$ cat src/rtl/life_step.sv
// ---------------------------------------------------------------------------
// life_step
//
// Game-of-life generation engine. A rising edge on the divided-clock level
// i_tick starts a new generation. The engine computes one row per i_clk
// cycle into a shadow grid (nxt), then copies the whole grid into the
// displayed grid (cur) in a single COMMIT cycle.
//
// Configuration macro:
//   LIFE_TORUS_EN  defined   -> grid edges wrap (toroidal neighbourhood)
//                  undefined -> cells outside the grid read as dead
//
// Ports:
//   i_clk        system clock
//   i_rst        asynchronous reset, active-high
//   i_tick       divided clock level, synchronous to i_clk
//   i_run        1 = accept ticks, 0 = ignore ticks
//   i_load       row write strobe for cur (honoured only in IDLE)
//   i_load_addr  row written on i_load
//   i_load_data  row data, bit x = cell x, 1 = alive
//   i_rd_addr    display read row
//   o_rd_data    combinational read of cur, 0 for out-of-range rows
//   o_busy       high in CALC and COMMIT
//   o_done       one-cycle pulse when a new generation becomes visible
//   o_gen        number of completed generations (wraps)
//   o_overrun    sticky: a tick edge arrived while busy
// ---------------------------------------------------------------------------
module life_step #(
    parameter int WIDTH  = 8,
    parameter int HEIGHT = 8,
    parameter int ADDR_W = 3,
    parameter int GEN_W  = 16
) (
    input  logic              i_clk,
    input  logic              i_rst,
    input  logic              i_tick,
    input  logic              i_run,
    input  logic              i_load,
    input  logic [ADDR_W-1:0] i_load_addr,
    input  logic [WIDTH-1:0]  i_load_data,
    input  logic [ADDR_W-1:0] i_rd_addr,
    output logic [WIDTH-1:0]  o_rd_data,
    output logic              o_busy,
    output logic              o_done,
    output logic [GEN_W-1:0]  o_gen,
    output logic              o_overrun
);

    typedef enum logic [1:0] {
        IDLE   = 2'd0,
        CALC   = 2'd1,
        COMMIT = 2'd2
    } state_t;

    // One extra bit so HEIGHT == 2**ADDR_W still compares correctly.
    localparam logic [ADDR_W:0]   HEIGHT_W = (ADDR_W+1)'(HEIGHT);
    localparam logic [ADDR_W-1:0] LAST_ROW = ADDR_W'(HEIGHT - 1);

    state_t             r_state;
    state_t             w_stateNext;
    logic               r_tickQ;
    logic               w_tickRise;
    logic [ADDR_W-1:0]  r_row;
    logic [WIDTH-1:0]   r_cur [HEIGHT];
    logic [WIDTH-1:0]   r_nxt [HEIGHT];
    logic [GEN_W-1:0]   r_gen;
    logic               r_done;
    logic               r_overrun;
    logic               w_loadOk;
    logic               w_startCalc;

    logic [WIDTH-1:0]   w_rowAbove;
    logic [WIDTH-1:0]   w_rowMid;
    logic [WIDTH-1:0]   w_rowBelow;
    logic [WIDTH+1:0]   w_extAbove;
    logic [WIDTH+1:0]   w_extMid;
    logic [WIDTH+1:0]   w_extBelow;
    logic [3:0]         w_count [WIDTH];
    logic [WIDTH-1:0]   w_rowNext;

    assign w_tickRise  = i_tick & ~r_tickQ;
    assign w_loadOk    = (r_state == IDLE) && i_load &&
                         ({1'b0, i_load_addr} < HEIGHT_W);
    // A valid load in IDLE takes priority and silently swallows a coincident tick.
    assign w_startCalc = (r_state == IDLE) && !w_loadOk && w_tickRise && i_run;

    // State register.
    always_ff @(posedge i_clk or posedge i_rst) begin
        if (i_rst) begin
            r_state <= IDLE;
        end else begin
            r_state <= w_stateNext;
        end
    end

    // Next-state logic: IDLE -> CALC for HEIGHT rows -> COMMIT -> IDLE.
    always_comb begin
        w_stateNext = r_state;
        case (r_state)
            IDLE:    if (w_startCalc) w_stateNext = CALC;
            CALC:    if (r_row == LAST_ROW) w_stateNext = COMMIT;
            COMMIT:  w_stateNext = IDLE;
            default: w_stateNext = IDLE;
        endcase
    end

    // Output decode of the state machine.
    always_comb begin
        o_busy = (r_state == CALC) || (r_state == COMMIT);
    end

    // Select the three source rows around the row being computed. Off-grid
    // rows and columns are either dead or wrapped, depending on the build.
    always_comb begin
        w_rowMid = r_cur[r_row];
`ifdef LIFE_TORUS_EN
        w_rowAbove = (r_row == '0)       ? r_cur[LAST_ROW] : r_cur[r_row - 1'b1];
        w_rowBelow = (r_row == LAST_ROW) ? r_cur[0]        : r_cur[r_row + 1'b1];
        w_extAbove = {w_rowAbove[0], w_rowAbove, w_rowAbove[WIDTH-1]};
        w_extMid   = {w_rowMid[0],   w_rowMid,   w_rowMid[WIDTH-1]};
        w_extBelow = {w_rowBelow[0], w_rowBelow, w_rowBelow[WIDTH-1]};
`else
        w_rowAbove = (r_row == '0)       ? '0 : r_cur[r_row - 1'b1];
        w_rowBelow = (r_row == LAST_ROW) ? '0 : r_cur[r_row + 1'b1];
        w_extAbove = {1'b0, w_rowAbove, 1'b0};
        w_extMid   = {1'b0, w_rowMid,   1'b0};
        w_extBelow = {1'b0, w_rowBelow, 1'b0};
`endif
    end

    // Neighbour count and life rule for every cell of the current row.
    // In the extended rows, index x+1 is column x, so columns x-1..x+1
    // sit at indices x..x+2.
    always_comb begin
        w_rowNext = '0;
        for (int x = 0; x < WIDTH; x++) begin
            w_count[x] = {3'b000, w_extAbove[x]} + {3'b000, w_extAbove[x+1]} +
                         {3'b000, w_extAbove[x+2]} +
                         {3'b000, w_extMid[x]}   + {3'b000, w_extMid[x+2]} +
                         {3'b000, w_extBelow[x]} + {3'b000, w_extBelow[x+1]} +
                         {3'b000, w_extBelow[x+2]};
            w_rowNext[x] = (w_count[x] == 4'd3) |
                           (w_rowMid[x] & (w_count[x] == 4'd2));
        end
    end

    // Datapath: tick edge detect, grid storage, counters and status flags.
    always_ff @(posedge i_clk or posedge i_rst) begin
        if (i_rst) begin
            r_tickQ   <= 1'b0;
            r_row     <= '0;
            r_gen     <= '0;
            r_done    <= 1'b0;
            r_overrun <= 1'b0;
            for (int i = 0; i < HEIGHT; i++) begin
                r_cur[i] <= '0;
                r_nxt[i] <= '0;
            end
        end else begin
            r_tickQ <= i_tick;
            r_done  <= (r_state == COMMIT);
            if (w_tickRise && o_busy) begin
                r_overrun <= 1'b1;
            end
            case (r_state)
                IDLE: begin
                    if (w_loadOk) begin
                        r_cur[i_load_addr] <= i_load_data;
                    end else if (w_startCalc) begin
                        r_row <= '0;
                    end
                end
                CALC: begin
                    r_nxt[r_row] <= w_rowNext;
                    r_row        <= r_row + 1'b1;
                end
                COMMIT: begin
                    for (int i = 0; i < HEIGHT; i++) begin
                        r_cur[i] <= r_nxt[i];
                    end
                    r_gen <= r_gen + 1'b1;
                end
                default: begin
                end
            endcase
        end
    end

    // Display read port, always showing the committed generation.
    always_comb begin
        o_rd_data = '0;
        if ({1'b0, i_rd_addr} < HEIGHT_W) begin
            o_rd_data = r_cur[i_rd_addr];
        end
    end

    assign o_gen     = r_gen;
    assign o_done    = r_done;
    assign o_overrun = r_overrun;

endmodule

$ cat config.mk
export PLATFORM = sky130hd
export DESIGN_NAME = life_step
export DESIGN_NICKNAME = d
export VERILOG_FILES = /design/src/rtl/life_step.sv
export SDC_FILE = /design/constraint.sdc
export NUM_CORES = 1
export LEC_CHECK = 0
export ABC_AREA = 1
export CAP_MARGIN = 20
export CORE_MARGIN = 2
export CORE_UTILIZATION = 59
export CTS_CLUSTER_DIAMETER = 120
export CTS_CLUSTER_SIZE = 20
export DETAILED_ROUTE_END_ITERATION = 10
export DONT_BUFFER_PORTS = 1
export PLACE_DENSITY = 0.78
export REMOVE_ABC_BUFFERS = 1
export SKIP_LAST_GASP = 1
export SLEW_MARGIN = 40
export SYNTH_ARGS = -nofsm -noshare
export SYNTH_HDL_FRONTEND = slang
export SYNTH_SLANG_ARGS = --single-unit
export TNS_END_PERCENT = 5
$ cat constraint.sdc
create_clock -name i_clk -period 4.6 [get_ports i_clk]
set_input_delay 0.92 -clock i_clk [delete_from_list [all_inputs] [get_ports i_clk]]
set_output_delay 0.92 -clock i_clk [all_outputs]
set_load 0.02 [all_outputs]
Yosys cells after proc, flatten, opt, wreduce, memory -nomap -nowiden
Index checks and enable logic that the tools add are counted.
{ "totals": {"word_cells": 171, "inputBits": 19, "output_inout_bits": 27, "ff_bits": 152} }
{ "classes": {"bitwise": 23, "n_addsub": 52, "n_reduce_logical": 16, "mux": 28, "order_cmp": 7, "eq_ne": 23} }
{ "op_table": {"columns": ["operator", "count"], "rows": [
  ["$bwmux 64", 2],
  ["$pmux 64 s2", 1],
  ["$add 4x1->4", 28],
  ["$bmux 8 s3", 4],
  ["$mux 8", 12],
  ["$eq 4x2->1 const B", 16],
  ["$mux 64", 1],
  ["$demux 8 s3", 2],
  ["$add 3x1->4", 7],
  ["$add 2x1->3", 7],
  ["$ge 4x4->1 const B", 5],
  ["$not 3->4", 5],
  ["$add 16x1->16 const B", 1],
  ["$add 1x1->2", 7],
  ["$and 1x1->1", 9],
  ["$lt 4x1->1 const B", 2],
  ["$ne 2x2->1 const B", 4],
  ["$or 1x1->1", 8],
  ["$logic_and 1x1->1", 7],
  ["$mux 3", 2],
  ["$pmux 3 s2", 1],
  ["$mux 2", 2],
  ["$pmux 2 s2", 1],
  ["$reduce_and 2->1", 2],
  ["other kinds (12)", 13]
]} }

Depth between registers and ports, before layout
{ "logic_depth": {"ltp_word": 17, "mapped_depth": 23, "mapped_depth_nobuf": 19} }

Worst setup path before layout
No wires, ideal clock.
{ "synth_path": {"kind": "flip-flop to flip-flop", "from": "register r_row[0]", "to": "register r_nxt[11] (netlist bit)", "synth_period_minus_slack_ps": 4648, "stages_incl_launch_ff": 22, "t_arrival_ps": 4582, "setup_ps": 66, "n_path_buf": 4, "t_required_ps": 4534, "path_slack_ps": -48, "path_cell_list": "dfrtp_1 buf_4 inv_4 buf_4 ha_1 buf_2 inv_1 clkbuf_1 nand2_1 nand3_1 nand2_1 nand2_1 fa_1 fa_1 inv_1 fa_1 ha_1 fa_1 o21ai_0 a21oi_1 nand3_1 nand2_1"} }
{ "synth_via": {"elab_chain_cells": 17, "elab_cells_between_ends": 35, "cone_classes": "add/sub (9); order compare (2); eq/ne (3); mux (14); bitwise (5); reduce/logical (2)"} }
{ "synth_rtl": {"columns": ["element", "line_no", "text"], "rows": [
  ["from (decl)", "63", "logic [ADDR_W-1:0] r_row;"],
  ["from (signal assigned)", "175", "r_row <= r_row + 1'b1;"],
  ["$sub 3x1->3", "123", "w_rowAbove = (r_row == '0) ? '0 : r_cur[r_row - 1'b1];"],
  ["$not 3->4 (implied by the code)", "123", null],
  ["$bmux 8 s3", "123", null],
  ["$mux 8 (implied by the code) (2 in series)", "123", null],
  ["$mux 8", "123", null],
  ["$add 1x1->2", "137", "w_count[x] = {3'b000, w_extAbove[x]} + {3'b000, w_extAbove[x+1]} +"],
  ["$add 2x1->3", "137", null],
  ["$add 3x1->4", "138", "{3'b000, w_extAbove[x+2]} +"],
  ["$add 4x1->4 (2 in series)", "139", "{3'b000, w_extMid[x]} + {3'b000, w_extMid[x+2]} +"],
  ["$add 4x1->4 (2 in series)", "140", "{3'b000, w_extBelow[x]} + {3'b000, w_extBelow[x+1]} +"],
  ["$eq 4x2->1", "143", "(w_rowMid[x] & (w_count[x] == 4'd2));"],
  ["$and 1x1->1", "143", null],
  ["$or 1x1->1", "142", "w_rowNext[x] = (w_count[x] == 4'd3) |"],
  ["$bwmux 64 *", "174", "r_nxt[r_row] <= w_rowNext;"],
  ["to (signal, indexed assignment)", "174", null],
  ["to (decl)", "65", "logic [WIDTH-1:0] r_nxt [HEIGHT];"]
]} }
Every way passes the cells marked *; elsewhere a longest branch is shown, timed or not. The select of a mux whose other input is x is not followed.
A chain may end at the register's enable or synchronous reset.

Final worst setup path
{ "layout_path": {"from": "register r_row[0]", "to": "register r_nxt[21] (netlist bit)"} }
Same word-level chain as after synthesis.

==> flow_summary.toml <==
[status]
status = "finished clean"

[clock_tree]
ctsHoldBuffers = 0
cts.sinks = 152
clock-root-buffer = "clkbuf_16"
ctsResizeCount = 0
clkSlewWorstSetupHoldPaths_ns = 0.07
clk-insertion-delay-late_ns = 0.44
h-tree-depth = 4
numCtsBuffers = 17
post_cts_buffers = 0
cts_tree = "built"
cts_buffer_depth = 2

[global_routing]
grt_first_pass_wirelength_um = 52200
antenna_found_initial = 0
grt_start_max_net_pins = 84
grt_overflow = 0
grt_usage_pct = 38.1
grt_pass1_vias = 9391

[critical_path]
cp_common_cell = "fa_1"
r2r-start = "r_row[0]$_DFFE_PP0P_"
cp.buffers_inverters = 5
critPathKind = "register to register"
cp_top_family = "adder cells"
cp-startpoint = "r_row[0]$_DFFE_PP0P_"
required_ns = 4.96
max_stage_delay_ns = 0.53
r2r_cells = 18
start_kind = "register"
critPathArrivalTime_ns = 4.82
reg2reg_to = "r_nxt[21]$_DFFE_PP0P_"
critPathSlowestCell = "fa_1"
worstPathCellList = "inv_4 -> ha_1 -> xnor2_2 -> buf_6 -> nand3_1 -> a21oi_2 -> inv_1 -> fa_1 -> fa_1 -> fa_1 -> inv_1 -> ha_1 -> fa_1 -> o21ai_0 -> a21oi_1 -> buf_4 -> nand3_1 -> nand2_1"
reg2reg_setup_slack_ns = 0.15
end_kind = "register"
path_max_fanout = 8

[drt]
vias = 9880
drt_iter0_markers = 1416
via_per_inst = 5.95
antenna_left = 0
drc = 0
wl_per_cell_um = 20.0
drtPass1Iterations = 6
wl_um = 33200

[yosys]
synth.distinct_cells = 34
ys_seq_area_share_pct = 37.4
ys_top_cells_by_area = "dfrtp_1 (37%), nand2_1 (18%), o21ai_0 (8.2%)"
synth_edf_count = 0
synth_flop_cell = "dfrtp_1"
synth_top_area_share_pct = 37.4
synthesis.area_sq_mm = 0.0102
yosys_register_bits = 152
syn_area_per_cell_sq_um = 7.18
netlist_instances = 1416
yosysMostFrequentCell = "nand2_1"
synth_top_area_cell = "dfrtp_1"
synth_common_cells = "nand2_1 (477), inv_1 (171), o21ai_0 (167)"
yosysWarnings = 0
async_reset_ff_share_pct = 100

[floorplanning]
fp.dieH_um = 135
rows = 48
dieArea_sq_mm = 0.0183
fp.coreArea_sq_mm = 0.0171
fp.dieW_um = 135
ios = 46
start_util_pct = 59.6

[placement]
routabilityCongestion = 0.989
dp_hpwl_um = 23400
port-buffer-count = 0

[timing]
skew_ns = 0.0152
worst_slew_pin_slew_ns = 0.727
rsz0062_at_grt = "true"
finalHoldViolCount = 0
maxSlewHeadroom_pct = 51.6
fin_crit_sh_pct = 96.8
fin_crit_ns = 4.45
max_freq_ghz = 0.225
slew_violations = 0
setup_viol_count_final = 0

[flow_run]
maxCapViolCount = 0

[layout]
fin_nets = 1498
diodes = 0
area_growth_pct = 10.6
fillers = 1505
final_layout_size_suffix_gt1_share_pct = 9.20
post-route-util_pct = 65.9

[min_path]
min-delay-path-class = "primary input to asynchronous set/reset pin"
## cell families after synthesis
family / count (synthesis) / synth area share, %
xor gates and xnor gates: 11 / 1.02
buffers and inverters: 240 / 9.57
DFF: 152 / 37.4
adders and majority gates: 56 / 8.96
AOI/OAI and AO/OA: 274 / 14.1
and+or+nand+nor: 683 / 28.9
## per-layer routing
metal	global-route usage [%]	vias up	part of all wire, %
li1	-	4513	-
met1	51.4	4601	39
met2	56.1	647	43
met3	11.1	119	12
met4	19.2	0	5.3
met5	0	-	0
## worst max path at each step
stage,end,slack [ns],cells past startpoint
finish,r_nxt[21]$_DFFE_PP0P_,0.15,18
global route,r_nxt[57]$_DFFE_PP0P_,-0.004,17
CTS,r_nxt[21]$_DFFE_PP0P_,0.07,18
detailed placement,r_nxt[37]$_DFFE_PP0P_,0.20,18
global placement,r_nxt[6]$_DFFE_PP0P_,0.29,18
floorplan,r_nxt[12]$_DFFE_PP0P_,-2.17,17
## registers in the layout (all words and copies together) (netlist names)
register   cells
o_done         1
r_state        2
o_gen         16
o_overrun      1
r_tickQ        1
r_row          3
r_nxt         64
r_cur         64
## worst register-to-register path: stages, from the launching register on
cell and delay [ns]:
dfrtp_2 0.41, inv_4 0.05, ha_1 0.23, xnor2_2 0.21, buf_6 0.18, nand3_1 0.11
a21oi_2 0.19, inv_1 0.12, fa_1 0.53, fa_1 0.45, fa_1 0.49, inv_1 0.04
ha_1 0.20, fa_1 0.49, o21ai_0 0.08, a21oi_1 0.15, buf_4 0.22, nand3_1 0.13
nand2_1 0.10
## layout by cell type, fill, tap and decap left out, drive strengths merged
| master | instances |
|---|---|
| o21ai | 169 |
| nand2 | 486 |
| nand3 | 136 |
| buf | 40 |
| nor2 | 54 |
| nor3 | 1 |
| bufinv | 5 |
| xor2 | 9 |
| xnor2 | 2 |
| a21o | 2 |
| o211ai | 6 |
| dfrtp | 152 |
| clkinv | 3 |
| clkbuf | 20 |
| nand3b | 1 |
| ha | 28 |
| inv | 189 |
| clkinvlp | 2 |
| o21a | 7 |
| a31oi | 1 |
| nand4 | 5 |
| o21bai | 1 |
| a21oi | 88 |
| fa | 28 |
## final cells by class
type / count / area [sq um] / area share, %
multi-input combinational: 1024 / 5440 / 48.3
sequential: 152 / 3800 / 33.8
inverter: 188 / 722 / 6.42
clock buffer: 20 / 447 / 3.97
timing repair buffer: 40 / 360 / 3.20
tap: 225 / 282 / 2.50
clock inverter: 11 / 196 / 1.75
## per-stage QoR
step	setup TNS, ns	cell area [sq um]	worst slack [ns]	hold WS, ns	instances
finish	0	11200	0.149	0.407	1660
global route	-0.00427	11200	-0.00427	0.437	1660
CTS	0	11200	0.0726	0.482	1660
detailed placement	0	10500	0.204	0.466	1629
global placement	0	10500	0.289	0.463	1629
floorplan	-181.79	9910	-2.17	0.449	1364
Power is left out: the tool's default activity adds up to more than one toggle a clock period on the data nets, which glitch-free logic cannot reach.
